===== config.mk =====
export PLATFORM = sky130hd
export DESIGN_NAME = muldiv_unit_flat
export DESIGN_NICKNAME = d
export VERILOG_FILES = /design/src/rtl/muldiv_pkg.sv /design/src/rtl/muldiv_if.sv /design/src/rtl/muldiv_step.sv /design/src/rtl/muldiv_unit.sv /design/src/flat_wrapper.sv
export SDC_FILE = /design/constraint.sdc
export NUM_CORES = 1
export LEC_CHECK = 0
export ABC_AREA = 1
export CORE_MARGIN = 2
export CORE_UTILIZATION = 55
export CTS_CLUSTER_DIAMETER = 40
export DETAILED_ROUTE_END_ITERATION = 8
export HOLD_SLACK_MARGIN = 0.03
export PLACE_DENSITY = 0.86
export REMOVE_ABC_BUFFERS = 1
export SYNTH_ARGS = -nofsm -noshare
export SYNTH_HDL_FRONTEND = slang
export SYNTH_HIERARCHICAL = 1
export SYNTH_SLANG_ARGS = --single-unit

===== constraint.sdc =====
create_clock -name clk -period 6.4 [get_ports clk]
set_input_delay 1.6 -clock clk [delete_from_list [all_inputs] [get_ports clk]]
set_output_delay 1.6 -clock clk [all_outputs]
set_load 0.01 [all_outputs]

===== src/rtl/muldiv_pkg.sv =====
`default_nettype none
// ============================================================================
//  Module      : muldiv_pkg
//  Description : Shared operation encodings and FSM state type for the
//                iterative multiply/divide unit.
//  Revision    : 1.0 - initial release
// ============================================================================
package muldiv_pkg;

    // op[1] selects signed, op[0] selects divide
    localparam logic [1:0] OP_MULTU = 2'b00;
    localparam logic [1:0] OP_DIVU  = 2'b01;
    localparam logic [1:0] OP_MULT  = 2'b10;
    localparam logic [1:0] OP_DIV   = 2'b11;

    typedef enum logic [1:0] {
        IDLE = 2'd0,
        CALC = 2'd1,
        FIX  = 2'd2,
        DONE = 2'd3
    } state_t;

endpackage
`default_nettype wire


===== src/rtl/muldiv_if.sv =====
`default_nettype none
// ============================================================================
//  Module      : muldiv_if
//  Description : Request / result bundle between the EX stage and the
//                multiply/divide unit.
//  Revision    : 1.0 - initial release
// ============================================================================
interface muldiv_if #(
    parameter int WIDTH = 32
) ();
    logic             start;
    logic [1:0]       op;
    logic [WIDTH-1:0] in1;
    logic [WIDTH-1:0] in2;
    logic             hi_we;
    logic             lo_we;
    logic [WIDTH-1:0] hi_wdata;
    logic [WIDTH-1:0] lo_wdata;
    logic             busy;
    logic             done;
    logic [WIDTH-1:0] hi;
    logic [WIDTH-1:0] lo;
    logic             dz;
    logic             zero;

    modport master (
        output start, op, in1, in2, hi_we, lo_we, hi_wdata, lo_wdata,
        input  busy, done, hi, lo, dz, zero
    );

    modport slave (
        input  start, op, in1, in2, hi_we, lo_we, hi_wdata, lo_wdata,
        output busy, done, hi, lo, dz, zero
    );
endinterface
`default_nettype wire


===== src/rtl/muldiv_step.sv =====
`default_nettype none
// ============================================================================
//  Module      : muldiv_step
//  Description : One iteration of the multiply/divide datapath on {acc, q}:
//                a right-shift shift-add step or a left-shift restoring
//                division step, selected by is_div_i.
//  Revision    : 1.0 - initial release
// ============================================================================
module muldiv_step #(
    parameter int WIDTH = 32
) (
    input  wire logic             is_div_i,
    input  wire logic [WIDTH:0]   acc_i,
    input  wire logic [WIDTH-1:0] q_i,
    input  wire logic [WIDTH-1:0] d_i,
    output logic      [WIDTH:0]   acc_o,
    output logic      [WIDTH-1:0] q_o
);

    logic [WIDTH:0]   w_sum;
    logic [WIDTH:0]   w_part;
    logic [WIDTH:0]   w_shl;
    logic [WIDTH+1:0] w_diff;

    // Partial remainder can reach 2*d-1, so the shifted value needs WIDTH+1
    // bits and the trial subtraction one more for the borrow.
    assign w_sum  = acc_i + {1'b0, d_i};
    assign w_part = q_i[0] ? w_sum : acc_i;
    assign w_shl  = {acc_i[WIDTH-1:0], q_i[WIDTH-1]};
    assign w_diff = {1'b0, w_shl} - {2'b00, d_i};

    // Select the multiply or divide step result
    always_comb begin
        acc_o = acc_i;
        q_o   = q_i;
        if (is_div_i) begin
            if (!w_diff[WIDTH+1]) begin
                acc_o = w_diff[WIDTH:0];
                q_o   = {q_i[WIDTH-2:0], 1'b1};
            end else begin
                acc_o = w_shl;
                q_o   = {q_i[WIDTH-2:0], 1'b0};
            end
        end else begin
            acc_o = {1'b0, w_part[WIDTH:1]};
            q_o   = {w_part[0], q_i[WIDTH-1:1]};
        end
    end

endmodule
`default_nettype wire


===== src/rtl/muldiv_unit.sv =====
`default_nettype none
// ============================================================================
//  Module      : muldiv_unit
//  Description : Iterative signed/unsigned multiply and divide (one bit per
//                clock) with architectural HI/LO registers and MTHI/MTLO.
//  Revision    : 1.0 - initial release
// ============================================================================
module muldiv_unit
    import muldiv_pkg::*;
#(
    parameter int WIDTH = 32
) (
    input  wire logic clk,
    input  wire logic rst_n,
    muldiv_if.slave   mdu_if
);

    localparam int CNT_W = $clog2(WIDTH + 1);

    state_t           state_q, state_d;
    logic [CNT_W-1:0] cnt_q;
    logic [1:0]       op_q;
    logic [WIDTH-1:0] a_q;
    logic [WIDTH:0]   acc_q;
    logic [WIDTH-1:0] qr_q;
    logic             neg_res_q;
    logic             neg_rem_q;
    logic [WIDTH-1:0] hi_q;
    logic [WIDTH-1:0] lo_q;
    logic             dz_q;
    logic             zero_q;

    logic             w_signed, w_div, w_div_zero;
    logic [WIDTH:0]   w_ext1, w_ext2, w_mag1, w_mag2;
    logic [WIDTH:0]   w_acc_nxt;
    logic [WIDTH-1:0] w_qr_nxt;
    logic [2*WIDTH-1:0] w_prod, w_prod_fix;
    logic [WIDTH-1:0] w_quot, w_rem, w_fix_hi, w_fix_lo;

    // Magnitudes are taken in WIDTH+1 bits so -2^(WIDTH-1) survives intact
    assign w_signed   = mdu_if.op[1];
    assign w_div      = mdu_if.op[0];
    assign w_div_zero = w_div && (mdu_if.in2 == '0);
    assign w_ext1     = {w_signed & mdu_if.in1[WIDTH-1], mdu_if.in1};
    assign w_ext2     = {w_signed & mdu_if.in2[WIDTH-1], mdu_if.in2};
    assign w_mag1     = w_ext1[WIDTH] ? -w_ext1 : w_ext1;
    assign w_mag2     = w_ext2[WIDTH] ? -w_ext2 : w_ext2;

    muldiv_step #(.WIDTH(WIDTH)) u_step (
        .is_div_i (op_q[0]),
        .acc_i    (acc_q),
        .q_i      (qr_q),
        .d_i      (a_q),
        .acc_o    (w_acc_nxt),
        .q_o      (w_qr_nxt)
    );

    // Sign fix-up of the unsigned result
    assign w_prod     = {acc_q[WIDTH-1:0], qr_q};
    assign w_prod_fix = neg_res_q ? -w_prod : w_prod;
    assign w_quot     = neg_res_q ? -qr_q : qr_q;
    assign w_rem      = neg_rem_q ? -acc_q[WIDTH-1:0] : acc_q[WIDTH-1:0];
    assign w_fix_hi   = op_q[0] ? w_rem  : w_prod_fix[2*WIDTH-1:WIDTH];
    assign w_fix_lo   = op_q[0] ? w_quot : w_prod_fix[WIDTH-1:0];

    // State register
    always_ff @(posedge clk or negedge rst_n) begin
        if (!rst_n) state_q <= IDLE;
        else        state_q <= state_d;
    end

    // Next-state logic
    always_comb begin
        state_d = state_q;
        case (state_q)
            IDLE: if (mdu_if.start) state_d = w_div_zero ? DONE : CALC;
            CALC: if (cnt_q == CNT_W'(1)) state_d = FIX;
            FIX:  state_d = DONE;
            DONE: state_d = IDLE;
            default: state_d = IDLE;
        endcase
    end

    // Status outputs decoded from state
    always_comb begin
        mdu_if.busy = (state_q == CALC) || (state_q == FIX);
        mdu_if.done = (state_q == DONE);
    end

    // Operand latch, iteration datapath and architectural HI/LO
    always_ff @(posedge clk or negedge rst_n) begin
        if (!rst_n) begin
            cnt_q     <= '0;
            op_q      <= '0;
            a_q       <= '0;
            acc_q     <= '0;
            qr_q      <= '0;
            neg_res_q <= 1'b0;
            neg_rem_q <= 1'b0;
            hi_q      <= '0;
            lo_q      <= '0;
            dz_q      <= 1'b0;
            zero_q    <= 1'b0;
        end else begin
            case (state_q)
                IDLE: begin
                    if (mdu_if.start) begin
                        op_q      <= mdu_if.op;
                        acc_q     <= '0;
                        neg_res_q <= w_ext1[WIDTH] ^ w_ext2[WIDTH];
                        neg_rem_q <= w_div & w_ext1[WIDTH];
                        if (w_div) begin
                            qr_q <= w_mag1[WIDTH-1:0];
                            a_q  <= w_mag2[WIDTH-1:0];
                        end else begin
                            qr_q <= w_mag2[WIDTH-1:0];
                            a_q  <= w_mag1[WIDTH-1:0];
                        end
                        if (w_div_zero) begin
                            hi_q   <= '0;
                            lo_q   <= '0;
                            dz_q   <= 1'b1;
                            zero_q <= 1'b1;
                            cnt_q  <= '0;
                        end else begin
                            cnt_q  <= CNT_W'(WIDTH);
                        end
                    end else begin
                        if (mdu_if.hi_we) hi_q <= mdu_if.hi_wdata;
                        if (mdu_if.lo_we) lo_q <= mdu_if.lo_wdata;
                    end
                end
                CALC: begin
                    acc_q <= w_acc_nxt;
                    qr_q  <= w_qr_nxt;
                    cnt_q <= cnt_q - CNT_W'(1);
                end
                FIX: begin
                    hi_q   <= w_fix_hi;
                    lo_q   <= w_fix_lo;
                    dz_q   <= 1'b0;
                    zero_q <= (w_fix_hi == '0) && (w_fix_lo == '0);
                end
                default: ;
            endcase
        end
    end

    assign mdu_if.hi   = hi_q;
    assign mdu_if.lo   = lo_q;
    assign mdu_if.dz   = dz_q;
    assign mdu_if.zero = zero_q;

endmodule
`default_nettype wire


===== src/flat_wrapper.sv =====
// flat-port wrapper written by rule: the top's interface ports become plain ports
module muldiv_unit_flat import muldiv_pkg::*;
#(
    parameter int WIDTH = 32
)
  (clk, rst_n, mdu_if_start, mdu_if_op, mdu_if_in1, mdu_if_in2, mdu_if_hi_we, mdu_if_lo_we, mdu_if_hi_wdata, mdu_if_lo_wdata, mdu_if_busy, mdu_if_done, mdu_if_hi, mdu_if_lo, mdu_if_dz, mdu_if_zero);
  muldiv_if #(.WIDTH(WIDTH)) mdu_if_i ();
  input  wire logic clk;
  input  wire logic rst_n;
  input wire logic [$bits(mdu_if_i.start)-1:0] mdu_if_start;
  input wire logic [$bits(mdu_if_i.op)-1:0] mdu_if_op;
  input wire logic [$bits(mdu_if_i.in1)-1:0] mdu_if_in1;
  input wire logic [$bits(mdu_if_i.in2)-1:0] mdu_if_in2;
  input wire logic [$bits(mdu_if_i.hi_we)-1:0] mdu_if_hi_we;
  input wire logic [$bits(mdu_if_i.lo_we)-1:0] mdu_if_lo_we;
  input wire logic [$bits(mdu_if_i.hi_wdata)-1:0] mdu_if_hi_wdata;
  input wire logic [$bits(mdu_if_i.lo_wdata)-1:0] mdu_if_lo_wdata;
  output wire logic [$bits(mdu_if_i.busy)-1:0] mdu_if_busy;
  output wire logic [$bits(mdu_if_i.done)-1:0] mdu_if_done;
  output wire logic [$bits(mdu_if_i.hi)-1:0] mdu_if_hi;
  output wire logic [$bits(mdu_if_i.lo)-1:0] mdu_if_lo;
  output wire logic [$bits(mdu_if_i.dz)-1:0] mdu_if_dz;
  output wire logic [$bits(mdu_if_i.zero)-1:0] mdu_if_zero;
  assign mdu_if_i.start = mdu_if_start;
  assign mdu_if_i.op = mdu_if_op;
  assign mdu_if_i.in1 = mdu_if_in1;
  assign mdu_if_i.in2 = mdu_if_in2;
  assign mdu_if_i.hi_we = mdu_if_hi_we;
  assign mdu_if_i.lo_we = mdu_if_lo_we;
  assign mdu_if_i.hi_wdata = mdu_if_hi_wdata;
  assign mdu_if_i.lo_wdata = mdu_if_lo_wdata;
  assign mdu_if_busy = mdu_if_i.busy;
  assign mdu_if_done = mdu_if_i.done;
  assign mdu_if_hi = mdu_if_i.hi;
  assign mdu_if_lo = mdu_if_i.lo;
  assign mdu_if_dz = mdu_if_i.dz;
  assign mdu_if_zero = mdu_if_i.zero;
  muldiv_unit #(.WIDTH(WIDTH)) u_core (.clk(clk), .rst_n(rst_n), .mdu_if(mdu_if_i));
endmodule

## After elaboration in Yosys (flattened, before gate mapping)

Cells that the tools add are included.

| cells by class | value |
|---|---|
| add/sub/neg operators | 8 |
| reduce and logical (&&, ||, !) cells | 15 |
| bitwise logic cells | 4 |
| muxes and demuxes | 36 |
| equal/unequal tests | 10 |

Operator list:

| operator | number |
|---|---|
| $mux W32 | 15 |
| $pmux W32 S2 | 3 |
| $mux W33 | 4 |
| $neg A32 Y32 | 4 |
| $logic_not A32 Y1 | 3 |
| $pmux W33 S2 | 1 |
| $mux W64 | 1 |
| $neg A64 Y64 | 1 |
| $sub A33 B32 Y34 | 1 |
| $add A33 B32 Y33 | 1 |
| $mux W6 | 2 |
| $pmux W6 S2 | 1 |
| $reduce_and A3 Y1 | 3 |
| $pmux W2 S4 | 1 |
| $eq A6 B1 Y1 const B | 1 |
| $mux W2 | 3 |
| $ne A3 B3 Y1 const B | 2 |
| $reduce_and A2 Y1 | 3 |
| $sub A6 B1 Y6 const B | 1 |
| $eq A2 B2 Y1 const B | 2 |
| $ne A2 B1 Y1 const B | 2 |
| $pmux W1 S2 | 2 |
| $reduce_bool A2 Y1 | 2 |
| $and A1 B1 Y1 | 3 |
| other kinds (8) | 11 |

| storage, ports and cells | value |
|---|---|
| output and inout port bits | 68 |
| bits in registers | 174 |
| input port bits | 135 |
| logic and storage cells | 85 |

## Logic depth before layout (Yosys ltp)

| depth | value |
|---|---|
| depth after elaboration | 6 |
| mapped depth | 19 |
| mapped depth without buffers | 18 |

## Cells and area by module

The synthesis kept the hierarchy.

Modules (own cells, without submodules):

| module | times used | area an instance (um2) | cells each |
|---|---|---|---|
| muldiv_unit | 1 | 12,640.9 | 1,946 |
| muldiv_step | 1 | 6,309.8 | 1,323 |

## Worst setup path before layout

No wires, ideal clock.

| timing | value |
|---|---|
| path kind | in2reg |
| start | in mdu_if_in2[1] |
| end | reg u_core.hi_q[13], in the netlist u_core/mdu_if.hi[13] |
| buffers on the path | 1 |
| data required time | 6,273 ps |
| cell stages on the path | 14 |
| path slack | 3,161 ps |
| arrival time | 3,112 ps |
| path through | inv_1 ha_1 nand3_1 nor2_2 nand2_1 nor3_2 nand3_1 nor2_1 nand3_2 nand2_2 o211ai_4 clkbuf_1 nand2_1 o21ai_0 |

| on the way | value |
|---|---|
| cells in the longest elaborated chain, start to end | 4 |

Ends and longest elaborated chain:

| element | RTL line | RTL |
|---|---|---|
| start: declaration | flat_wrapper.sv:13 | `input wire logic [$bits(mdu_if_i.in2)-1:0] mdu_if_in2;` |
| $logic_not A32 Y1 | muldiv_unit.sv:43 | `assign w_div_zero = w_div && (mdu_if.in2 == '0);` |
| $logic_and A1 B1 Y1 | muldiv_unit.sv:43 |  |
| $ne A3 B2 Y1 (no line) | - |  |
| $reduce_and A3 Y1 (no line) | - |  |
| end signal: assignment | muldiv_unit.sv:129 | `if (mdu_if.hi_we) hi_q <= mdu_if.hi_wdata;` |
| end signal: assignment | muldiv_unit.sv:139 | `hi_q <= w_fix_hi;` |
| end: declaration | muldiv_unit.sv:28 | `logic [WIDTH-1:0] hi_q;` |

No other way between the ends.
A chain may end at the register's enable or synchronous reset.

## Worst setup path after layout

| timing | value |
|---|---|
| start | in mdu_if_in2[1] |
| end | reg u_core.lo_q[17], in the netlist u_core/mdu_if.lo[17] |

| on the way | value |
|---|---|
| cells in the longest elaborated chain, start to end | 4 |

Ends and longest elaborated chain:

| element | RTL line | RTL |
|---|---|---|
| $logic_not A32 Y1 | muldiv_unit.sv:43 |  |
| $logic_and A1 B1 Y1 | muldiv_unit.sv:43 |  |
| $ne A3 B2 Y1 (no line) | - |  |
| $reduce_and A3 Y1 (no line) | - |  |
| end signal: assignment | muldiv_unit.sv:130 | `if (mdu_if.lo_we) lo_q <= mdu_if.lo_wdata;` |
| end signal: assignment | muldiv_unit.sv:140 | `lo_q <= w_fix_lo;` |
| end: declaration | muldiv_unit.sv:29 | `logic [WIDTH-1:0] lo_q;` |

No other way between the ends.

==> results by group <==
Detailed routing
  – # DRC: 0
  – Final WL: 74,800 um
  – Initial DRT Pass Iterations: 8
  – ANT nets after route: 0
  – Total number of vias: 22,900
  – WL/cell: 19.4 um
  – Via density: 5.94
  – Starting DRT DRC Count: 3,115

Clock network
  – Clock Tree Buf Depth: 2
  – Post-CTS Setup Bufs: 0
  – Clk sink count: 174
  – Clk_lat worst skew: 0.47 ns
  – H-tree Lvls: 4
  – Reg clk slew, reported paths: 0.08 ns
  – Hold buffer count at cts: 0
  – CTS tree: done
  – CTS Root Cell: clkbuf_16
  – Post_cts resized: 0
  – Num CTS Buffers: 17

Timing
  – Final worst slack: 2.17 ns
  – RSZ-0062 raised after global routing: false
  – Final Hold Viols: 0
  – Tightest Pin Transition: 0.978 ns
  – Setup_tns: 0 ns
  – Final setup fails: 0
  – Min cycle time layout: 4.23 ns
  – Post-route clock period utilization: 0.660
  – Fmax: 0.237 GHz
  – Slew headroom: 0.344
  – Clock Skew: 0.0162 ns
  – Fin. max-slew vios: 0

Floorplan
  – DIE HEIGHT: 190 um
  – # rows: 67
  – DIE AREA: 36,000 um2
  – Chip width: 190 um
  – Starting Density: 0.562
  – Core area: 33,700 um2
  – I/O pin count: 203

Place
  – PortBufs: 202
  – Final HPWL DP: 58,700 um
  – Global placement routability congestion: 1.07
  – Pre-CTS setup slack: 1.83 ns
  – Area after DPL: 21,200 um2

Pwr
  – Leak Pwr: 11.1 nW
  – Power Dens Cells: 572 nW/um2
  – Peak VDD IR: 0.000670 V

Setup path
  – CP peak stage delay: 0.49 ns
  – Crit path DAT: 4.60 ns
  – CP required: 6.77 ns
  – R2R Setup Slk: 2.50 ns
  – CP endpoint kind: flop
  – Crit-path cells: clkdlybuf4s50_1, inv_1, ha_1, nand3_1, nor2_2, nand2_1, nor3_2, nand3_1, nor2_1, nand3_2, nand2_2, nand2_2, inv_2, nor2_1, a31oi_1
  – Crit path launch type: input port
  – Crit path max fanout: 35
  – CP Launch Point: mdu_if_in2[1]
  – Reg2reg start: u_core/acc_q[18]
  – Crit path to: u_core/mdu_if.lo[17]
  – CP max stage cell: inv_2
  – Crit Path Class: in -> reg
  – Reg2reg end: u_core/acc_q[28]
  – Reg2reg path depth: 13

Logic synthesis
  – Main flop type after synthesis: dfrtp_1
  – Top post-synthesis cells by count: nand2_1, inv_1, nor2_1, nand3_1, dfrtp_1
  – Mapped Cells: 3,269
  – Register bit count reported by yosys: 174
  – Area contributors post-synth: dfrtp_1, nand2_1, inv_1, nand3_1, nor2_1
  – Mapped cell area: 19,000 um2
  – Count leader, synth: nand2_1
  – Cell variety after synth: 54
  – Synth area leader: dfrtp_1
  – Yosys top cell area share: 0.230
  – Synth async-reset ratio: 1.00
  – Synthesized area per cell: 5.80 um2
  – Synth warn: 6
  – EDFF count, synth: 0
  – Part of the Yosys area used for sequential elements: 0.230

Finish
  – Share of cells above drive strength 1: 0.0334
  – Final Net Count: 3,607
  – # diodes: 0
  – Area Growth Syn to Fin: 15.0%
  – Layout Cell Area excl Fill: 21,800 um2

Global routing
  – Global Route Usage Sum: 0.409
  – Met2 usage: 0.649
  – Vias in the first global route: 21,100
  – First-pass GRT wire length: 114,000 um
  – Largest net degree at the start of global routing: 91
  – GRT busiest layer: met2
  – Initial antenna violation count: 0
  – Total grt overflow: 0
  – Met3 Resource Use GR: 0.0743
  – GR Util met1: 0.533

Run status
  – Status: finished clean

Hold path
  – Worst hold path class: reg -> reg
  – Worst Hold Depth: 2

Flow run
  – Max cap viols: 0
critical path: cells and delay by family:
family / cells / cell delay [ns]
and+or+nand+nor: 10 / 1.65
buffers and inverters: 3 / 1.00
adders and majority gates: 1 / 0.18
AOI/OAI and AO/OA: 1 / 0.17
placed cells by master, fill, tap and decap left out, drive strengths merged, types with 4 or more instances in the layout:
master,instances
o22ai,5
xor2,58
a31oi,17
dfrtp,174
clkinv,7
ha,74
o21bai,8
nand4,22
o21ai,213
o211ai,50
xnor2,25
and2,8
nor3,40
nand2,1097
a21o,4
clkbuf,20
a21oi,141
nand3,316
buf,17
inv,452
a22oi,54
or2,4
a22o,4
nand3b,10
nor2,361
nor4,5
clkdlybuf4s50,201
worst min path at each step:
stage	startpoint	to	slack [ns]
final	u_core/mdu_if.hi[23]	u_core/mdu_if.hi[23]	0.49
after global routing	u_core/mdu_if.hi[4]	u_core/mdu_if.hi[4]	0.52
after CTS	u_core/mdu_if.hi[23]	u_core/mdu_if.hi[23]	0.49
after detailed placement	u_core/mdu_if.lo[14]	u_core/mdu_if.lo[14]	0.47
after global placement	u_core/mdu_if.lo[9]	u_core/mdu_if.lo[9]	0.46
after floorplan	u_core/acc_q[32]	u_core/acc_q[32]	0.46
kinds of logic (layout without fill, tap and decap cells):
| group | count (synthesis) | in the layout | share of synthesized area |
|---|---|---|---|
| AOI/OAI and AO/OA | 507 | 507 | 0.156 |
| adders and majority gates | 76 | 76 | 0.0510 |
| buffers and inverters | 561 | 701 | 0.115 |
| DFF | 174 | 174 | 0.230 |
| xor gates and xnor gates | 83 | 83 | 0.0384 |
| and+or+nand+nor | 1868 | 1868 | 0.410 |
state kept, by name (all words and copies together) (netlist names):
signal	flops
u_core/mdu_if.lo	32
u_core/mdu_if.dz	1
u_core/state_q	2
u_core/op_q	1
u_core/cnt_q	6
u_core/mdu_if.zero	1
u_core/mdu_if.hi	32
u_core/qr_q	32
u_core/acc_q	33
u_core/a_q	32
u_core/neg_rem_q	1
u_core/neg_res_q	1
power breakdown:
group | switching (W) | internal, W
clock | 0.000508 | 0.000567
sequential | 0.000883 | 0.00159
combinational | 0.00598 | 0.00294
through the flow:
step,util,hold slack [ns],total power (W),cells
2_1_floorplan,-,0.464,0.00798,3159
3_3_place_gp,0.629,0.464,0.0108,3825
3_5_place_dp,0.629,0.473,0.0110,3825
4_1_cts,0.647,0.492,0.0121,3857
5_1_grt,0.647,0.516,0.0134,3857
6_report,0.647,0.489,0.0125,3857
per-layer routing:
layer | vias to the layer above | share of wire
met5 | - | 0
met3 | 278 | 0.11
met1 | 10400 | 0.39
met4 | 0 | 0.058
li1 | 10800 | -
met2 | 1437 | 0.44
area by class of cell:
class | count | area [um2]
fill | 3252 | 11900
clock inverter | 12 | 126
tap | 448 | 561
clock buffer | 20 | 457
inverter | 451 | 1690
multi-input combinational | 2534 | 12400
timing repair buffer | 218 | 2160
sequential | 174 | 4360
No activity file was read; power rests on OpenSTA's default activity.
